## src/rtl/skew_feeder.sv

```systemverilog
// Skews one vector of signed operands per beat onto the systolic array row inputs:
// lane i lags lane 0 by i cycles, then flushes and pulses done after the last vector.
module skew_feeder #(
   parameter int unsigned data_size = 8,
   parameter int unsigned rows      = 4
) (
   input  logic                        clk,
   input  logic                        reset,
   input  logic                        in_valid,
   output logic                        in_ready,
   input  logic                        in_last,
   input  logic [rows*data_size-1:0]   in_data,
   output logic [rows*data_size-1:0]   out_a,
   output logic [rows-1:0]             out_valid,
   output logic                        busy,
   output logic                        done
);

   localparam int unsigned CntW      = $clog2(rows) + 1;
   localparam bit          SingleRow = (rows == 1);

   typedef enum logic [1:0] {StIdle, StStream, StFlush} state_e;

   state_e          state_q, state_d;
   logic [CntW-1:0] cnt_q, cnt_d;
   logic            done_q, done_d;
   logic            accept;

   assign accept = in_valid && in_ready;
   assign done   = done_q;

   always_comb begin
      state_d  = state_q;
      cnt_d    = cnt_q;
      done_d   = 1'b0;
      in_ready = (state_q != StFlush);
      busy     = (state_q != StIdle);
      unique case (state_q)
         StIdle, StStream: begin
            if (accept) begin
               if (in_last) begin
                  // With a single lane the last element is already on the output.
                  if (SingleRow) begin
                     state_d = StIdle;
                     done_d  = 1'b1;
                  end else begin
                     state_d = StFlush;
                     cnt_d   = CntW'(rows - 1);
                  end
               end else begin
                  state_d = StStream;
               end
            end
         end
         StFlush: begin
            if (cnt_q <= CntW'(1)) begin
               state_d = StIdle;
               cnt_d   = '0;
               done_d  = 1'b1;
            end else begin
               cnt_d = cnt_q - CntW'(1);
            end
         end
         default: state_d = StIdle;
      endcase
   end

   always_ff @(posedge clk or negedge reset) begin
      if (!reset) begin
         state_q <= StIdle;
         cnt_q   <= '0;
         done_q  <= 1'b0;
      end else begin
         state_q <= state_d;
         cnt_q   <= cnt_d;
         done_q  <= done_d;
      end
   end

   // Independent per-lane delay lines; they shift every cycle since the array never stalls.
   for (genvar i = 0; i < rows; i++) begin : g_lane
      logic [i:0][data_size-1:0] dat_q;
      logic [i:0]                vld_q;

      always_ff @(posedge clk or negedge reset) begin
         if (!reset) begin
            dat_q <= '0;
            vld_q <= '0;
         end else begin
            dat_q[0] <= accept ? in_data[i*data_size +: data_size] : '0;
            vld_q[0] <= accept;
            for (int j = 1; j <= i; j++) begin
               dat_q[j] <= dat_q[j-1];
               vld_q[j] <= vld_q[j-1];
            end
         end
      end

      assign out_a[i*data_size +: data_size] = dat_q[i];
      assign out_valid[i]                    = vld_q[i];
   end

endmodule

```

## config.mk

```make
export PLATFORM = sky130hd
export DESIGN_NAME = skew_feeder
export DESIGN_NICKNAME = d
export VERILOG_FILES = /design/src/rtl/skew_feeder.sv
export SDC_FILE = /design/constraint.sdc
export NUM_CORES = 1
export LEC_CHECK = 0
export BUFFER_PORTS_ARGS = -buffer_cell sky130_fd_sc_hd__buf_2
export CORE_MARGIN = 5
export CORE_UTILIZATION = 55
export CTS_CLUSTER_DIAMETER = 30
export DETAILED_ROUTE_END_ITERATION = 12
export MAX_ROUTING_LAYER = met4
export PLACE_DENSITY = 0.85
export SYNTH_ARGS = -nofsm -noshare
export SYNTH_HDL_FRONTEND = slang
export SYNTH_SLANG_ARGS = --single-unit
```

## constraint.sdc

```tcl
create_clock -name clk -period 2.1 [get_ports clk]
set_input_delay 0.315 -clock clk [delete_from_list [all_inputs] [get_ports clk]]
set_output_delay 0.315 -clock clk [all_outputs]
set_load 0.005 [all_outputs]
```

==> out/qor.txt <==
=================================================================================================
RSZ-0062 raised after global routing ...............................................        false
Via count of the first global-routing pass .........................................         1398
Proportion of synthesized flip-flops having asynchronous set or reset ..............       100.0%
Class of the worst hold path .......................................................       in2reg
Clock buffer count from CTS ........................................................            9
Post-synth top area share ..........................................................       79.40%
Total met3 wirelength after detailed routing .......................................       296 µm
Pin count of the biggest net entering global routing ...............................           54
R2R depth ..........................................................................            2
Fin crit period ....................................................................     1.795 ns
Via-per-instance ratio .............................................................        4.561
Number of distinct library cell variants in the gate-level netlist after synthesis .           22
DR pass1 iterations ................................................................            5
Area growth syn-to-layout ..........................................................       16.50%
Startpoint Class ...................................................................         flop
Vertical die dimension .............................................................     81.82 µm
Post-synthesis sequential element count ............................................           90
Number of antenna violations at the first check in global routing ..................            0
Slowest library cell on the worst path ............................................. sky130_fd_sc_hd__nand2b_2
Number of instances on the worst hold path .........................................            2
Source of the worst hold timing path ...............................................      in_last
Root Buffer ........................................................................ sky130_fd_sc_hd__clkbuf_8
Worst vdd rail ir drop .............................................................    0.7144 mV
Number of nets in the finished design ..............................................          269
Placed Cells .......................................................................          289
Internal reg-to-reg setup slack ....................................................      0.74 ns
Total power consumption of the routed design .......................................     3.785 mW
Detail Route Antenna Nets ..........................................................            0
Clock tree from TritonCTS ..........................................................         done
Gate count after technology mapping ................................................          177
Routed WL ..........................................................................      4100 µm
Post-detailed-placement cell area .................................................. 0.003087 mm²
Number of buffers on the longest clock path ........................................            2
Share of the clock period used by the worst path after layout ......................       85.46%
Num Clock Sinks ....................................................................           90
DRC violation count after routing ..................................................            0
Floorplan row count ................................................................           26
Total half-perimeter wirelength after legalization and detailed placement ..........      2729 µm
Worst reg2reg path startpoint ...................................................... state_q[0]$_DFFE_PN0P_
Register clock-pin slew on the reported worst setup and hold paths .................      0.07 ns
Category of the critical setup timing path .........................................      reg2out
Total via count in the routed design ...............................................         1391
Headroom to the max-slew limit .....................................................       60.24%
Static power due to leakage ........................................................     1.839 nW
Mapped Avg Cell Area ...............................................................    16.03 µm²
Final Hold Fails ...................................................................            0
Metal1 wirelength ..................................................................      1565 µm
Total Neg Setup Slack ..............................................................         0 ns
Final GP Congestion ................................................................       0.7102
Net count after synthesis ..........................................................          215
Delay contributed by the slowest stage of the critical path ........................      0.47 ns
Most used DFF post-synth ........................................................... sky130_fd_sc_hd__dfrtp_1
Die ar. ............................................................................ 0.006694 mm²
Worst Tran Pin Value ...............................................................    0.5964 ns
Critical path arrival ..............................................................      1.48 ns
Global Route Usage Sum .............................................................       14.37%
Area of the core ................................................................... 0.005042 mm²
Post-synthesis cell type with the largest combined area ............................ sky130_fd_sc_hd__dfrtp_1
Maximum fanout encountered on the critical timing path .............................           40
Antenna diode count ................................................................            0
Metal2 WL ..........................................................................      2117 µm
Endpoint kind of the worst setup timing path ....................................... primary output
Ordered list of cells on the worst path ............................................ nand2b_2, buf_2
Total power per unit cell area .....................................................  1146 mW/mm²
Synth Cell Area .................................................................... 0.002836 mm²
Insertion delay to the later sink of the worst-skew pair ...........................      0.34 ns
Post-route cell area ............................................................... 0.003304 mm²
Max-capacitance violation count ....................................................            0
GRT overflow .......................................................................            0
Post-route insts no fill ...........................................................          305
X dimension of the die .............................................................     81.82 µm
H-tree level count .................................................................            3
Average wire per standard cell .....................................................     13.44 µm
Yosys warnings .....................................................................            0
Fill cells .........................................................................          367
Max Transition Viols Final .........................................................            0
Status ............................................................................. complete, no violations
Sequential share of the synthesized area ...........................................       79.40%
Cell types with the largest area share after synthesis ............................. sky130_fd_sc_hd__dfrtp_1, sky130_fd_sc_hd__and3_1, sky130_fd_sc_hd__buf_4
Tightest hold margin ...............................................................    0.1757 ns
Max Clock Skew .....................................................................  0.006117 ns
Number of port buffers .............................................................           74
Required time worst endpoint .......................................................      1.78 ns
Capture point of the worst reg-to-reg path ......................................... g_lane[3].dat_q[6]$_DFF_PN0_
Share of cells above drive strength 1 ..............................................       40.43%
Highest routed metal layer .........................................................         met4
Timing-limited maximum frequency ...................................................   0.5572 GHz
Setup-violating endpoint count in the final report .................................            0
Initial DRC count ..................................................................           41
Hold path endpoint ................................................................. state_q[0]$_DFFE_PN0P_
Starting Density ...................................................................       56.25%
First-pass GRT wire length .........................................................      6575 µm
I/O Pins ...........................................................................           75
EDFF count, synth ..................................................................            0
=================================================================================================
[routing by layer]
metal	vias up	GRT usage (%)
met4	0	9.967
li1	659	-
met2	52	22.29
met1	668	16.39
met5	-	-
met3	12	3.618
[state kept, by name, summed over array words and instances, names as in the netlist]
register,count
out_a,24
g_lane.vld_q,4
g_lane.dat_q,56
cnt_q,3
state_q,2
done,1
[cells by family (layout without fill, tap and decap cells)]
family	after synthesis	in the layout	synth area share, %
buffers and inverters	35	93	8.381
AND/OR/NAND/NOR	42	42	9.395
AO/OA/AOI/OAI	8	8	1.941
flip-flops	90	90	79.40
adder cells (fa/ha/maj)	2	2	0.8821
[per-stage QoR]
step                utilization, %  setup WS (ns)
CTS                          65.53         0.2897
floorplan                        -         0.9454
detailed placement           61.22         0.6768
finish                       65.53         0.3053
global placement             61.22         0.7040
global route                 65.53         0.1944
[power by group]
part | leakage (nW) | total [mW] | internal (mW) | switching (mW)
Sequential | 1.17 | 2.10 | 2.00 | 0.0992
Clock | 0.0984 | 1.20 | 0.661 | 0.538
Combinational | 0.571 | 0.490 | 0.228 | 0.262
[area by class of cell]
class	instances	area, µm²	area share [%]
sequential	90	2252	68.16
tap	70	87.58	2.651
multi-input combinational	52	346.6	10.49
timing repair buffer	76	402.9	12.19
inverter	2	7.507	0.2272
clock buffer	10	127.6	3.862
clock inverter	5	80.08	2.423
[synth_stat cells (2+ instances only)]
cell type	number
sky130_fd_sc_hd__and3_1	30
sky130_fd_sc_hd__and3_2	2
sky130_fd_sc_hd__buf_4	25
sky130_fd_sc_hd__clkbuf_1	3
sky130_fd_sc_hd__clkbuf_2	3
sky130_fd_sc_hd__dfrtp_1	90
sky130_fd_sc_hd__ha_1	2
sky130_fd_sc_hd__inv_1	2
sky130_fd_sc_hd__nand3b_1	2
sky130_fd_sc_hd__nor2_1	2
sky130_fd_sc_hd__o21ai_0	3
sky130_fd_sc_hd__o31ai_1	3
[worst max-delay path: cells and delay by family, from the launching register on]
kind	cells	cell delay [ns]
buf+inv	1	0.27
flops	1	0.40
simple gates	1	0.47
[cell usage in the layout, fill, tap and decap left out]
| cell type | netlist | routed |
|---|---|---|
| sky130_fd_sc_hd__a211oi_1 | 1 | 1 |
| sky130_fd_sc_hd__and2_2 | 1 | 1 |
| sky130_fd_sc_hd__and3_1 | 30 | 30 |
| sky130_fd_sc_hd__and3_2 | 2 | 2 |
| sky130_fd_sc_hd__and3b_1 | 1 | 1 |
| sky130_fd_sc_hd__buf_12 | 0 | 1 |
| sky130_fd_sc_hd__buf_2 | 1 | 73 |
| sky130_fd_sc_hd__buf_4 | 25 | 1 |
| sky130_fd_sc_hd__bufinv_16 | 0 | 2 |
| sky130_fd_sc_hd__clkbuf_1 | 3 | 1 |
| sky130_fd_sc_hd__clkbuf_8 | 0 | 9 |
| sky130_fd_sc_hd__clkinv_2 | 0 | 1 |
| sky130_fd_sc_hd__clkinvlp_4 | 0 | 2 |
| sky130_fd_sc_hd__dfrtp_1 | 90 | 90 |
| sky130_fd_sc_hd__dlygate4sd3_1 | 0 | 1 |
| sky130_fd_sc_hd__ha_1 | 2 | 2 |
| sky130_fd_sc_hd__inv_1 | 2 | 2 |
| sky130_fd_sc_hd__nand2b_2 | 1 | 1 |
| sky130_fd_sc_hd__nand3_1 | 1 | 1 |
| sky130_fd_sc_hd__nand3b_1 | 2 | 2 |
| sky130_fd_sc_hd__nor2_1 | 2 | 2 |
| sky130_fd_sc_hd__nor3_1 | 1 | 1 |
| sky130_fd_sc_hd__o21ai_0 | 3 | 3 |
| sky130_fd_sc_hd__o21ba_2 | 1 | 1 |
| sky130_fd_sc_hd__o31ai_1 | 3 | 3 |
| sky130_fd_sc_hd__or2_2 | 1 | 1 |
[how the worst max path moves through the flow]
stage | from | to | cells past startpoint
after global placement | state_q[0]$_DFFE_PN0P_ | in_ready | 2
final | state_q[0]$_DFFE_PN0P_ | in_ready | 2
after detailed placement | state_q[0]$_DFFE_PN0P_ | in_ready | 2
after CTS | state_q[0]$_DFFE_PN0P_ | in_ready | 2
after global routing | state_q[0]$_DFFE_PN0P_ | in_ready | 2
after floorplan | cnt_q[0]$_DFFE_PN0P_ | cnt_q[2]$_DFFE_PN0P_ | 4
[timing repair]
item	in CTS	in global routing
hold buffers	1	0
buffers inserted	0	0
hold endpoints to repair	37	0
gates resized for setup	0	0
No activity file was read; power rests on OpenSTA's default activity.
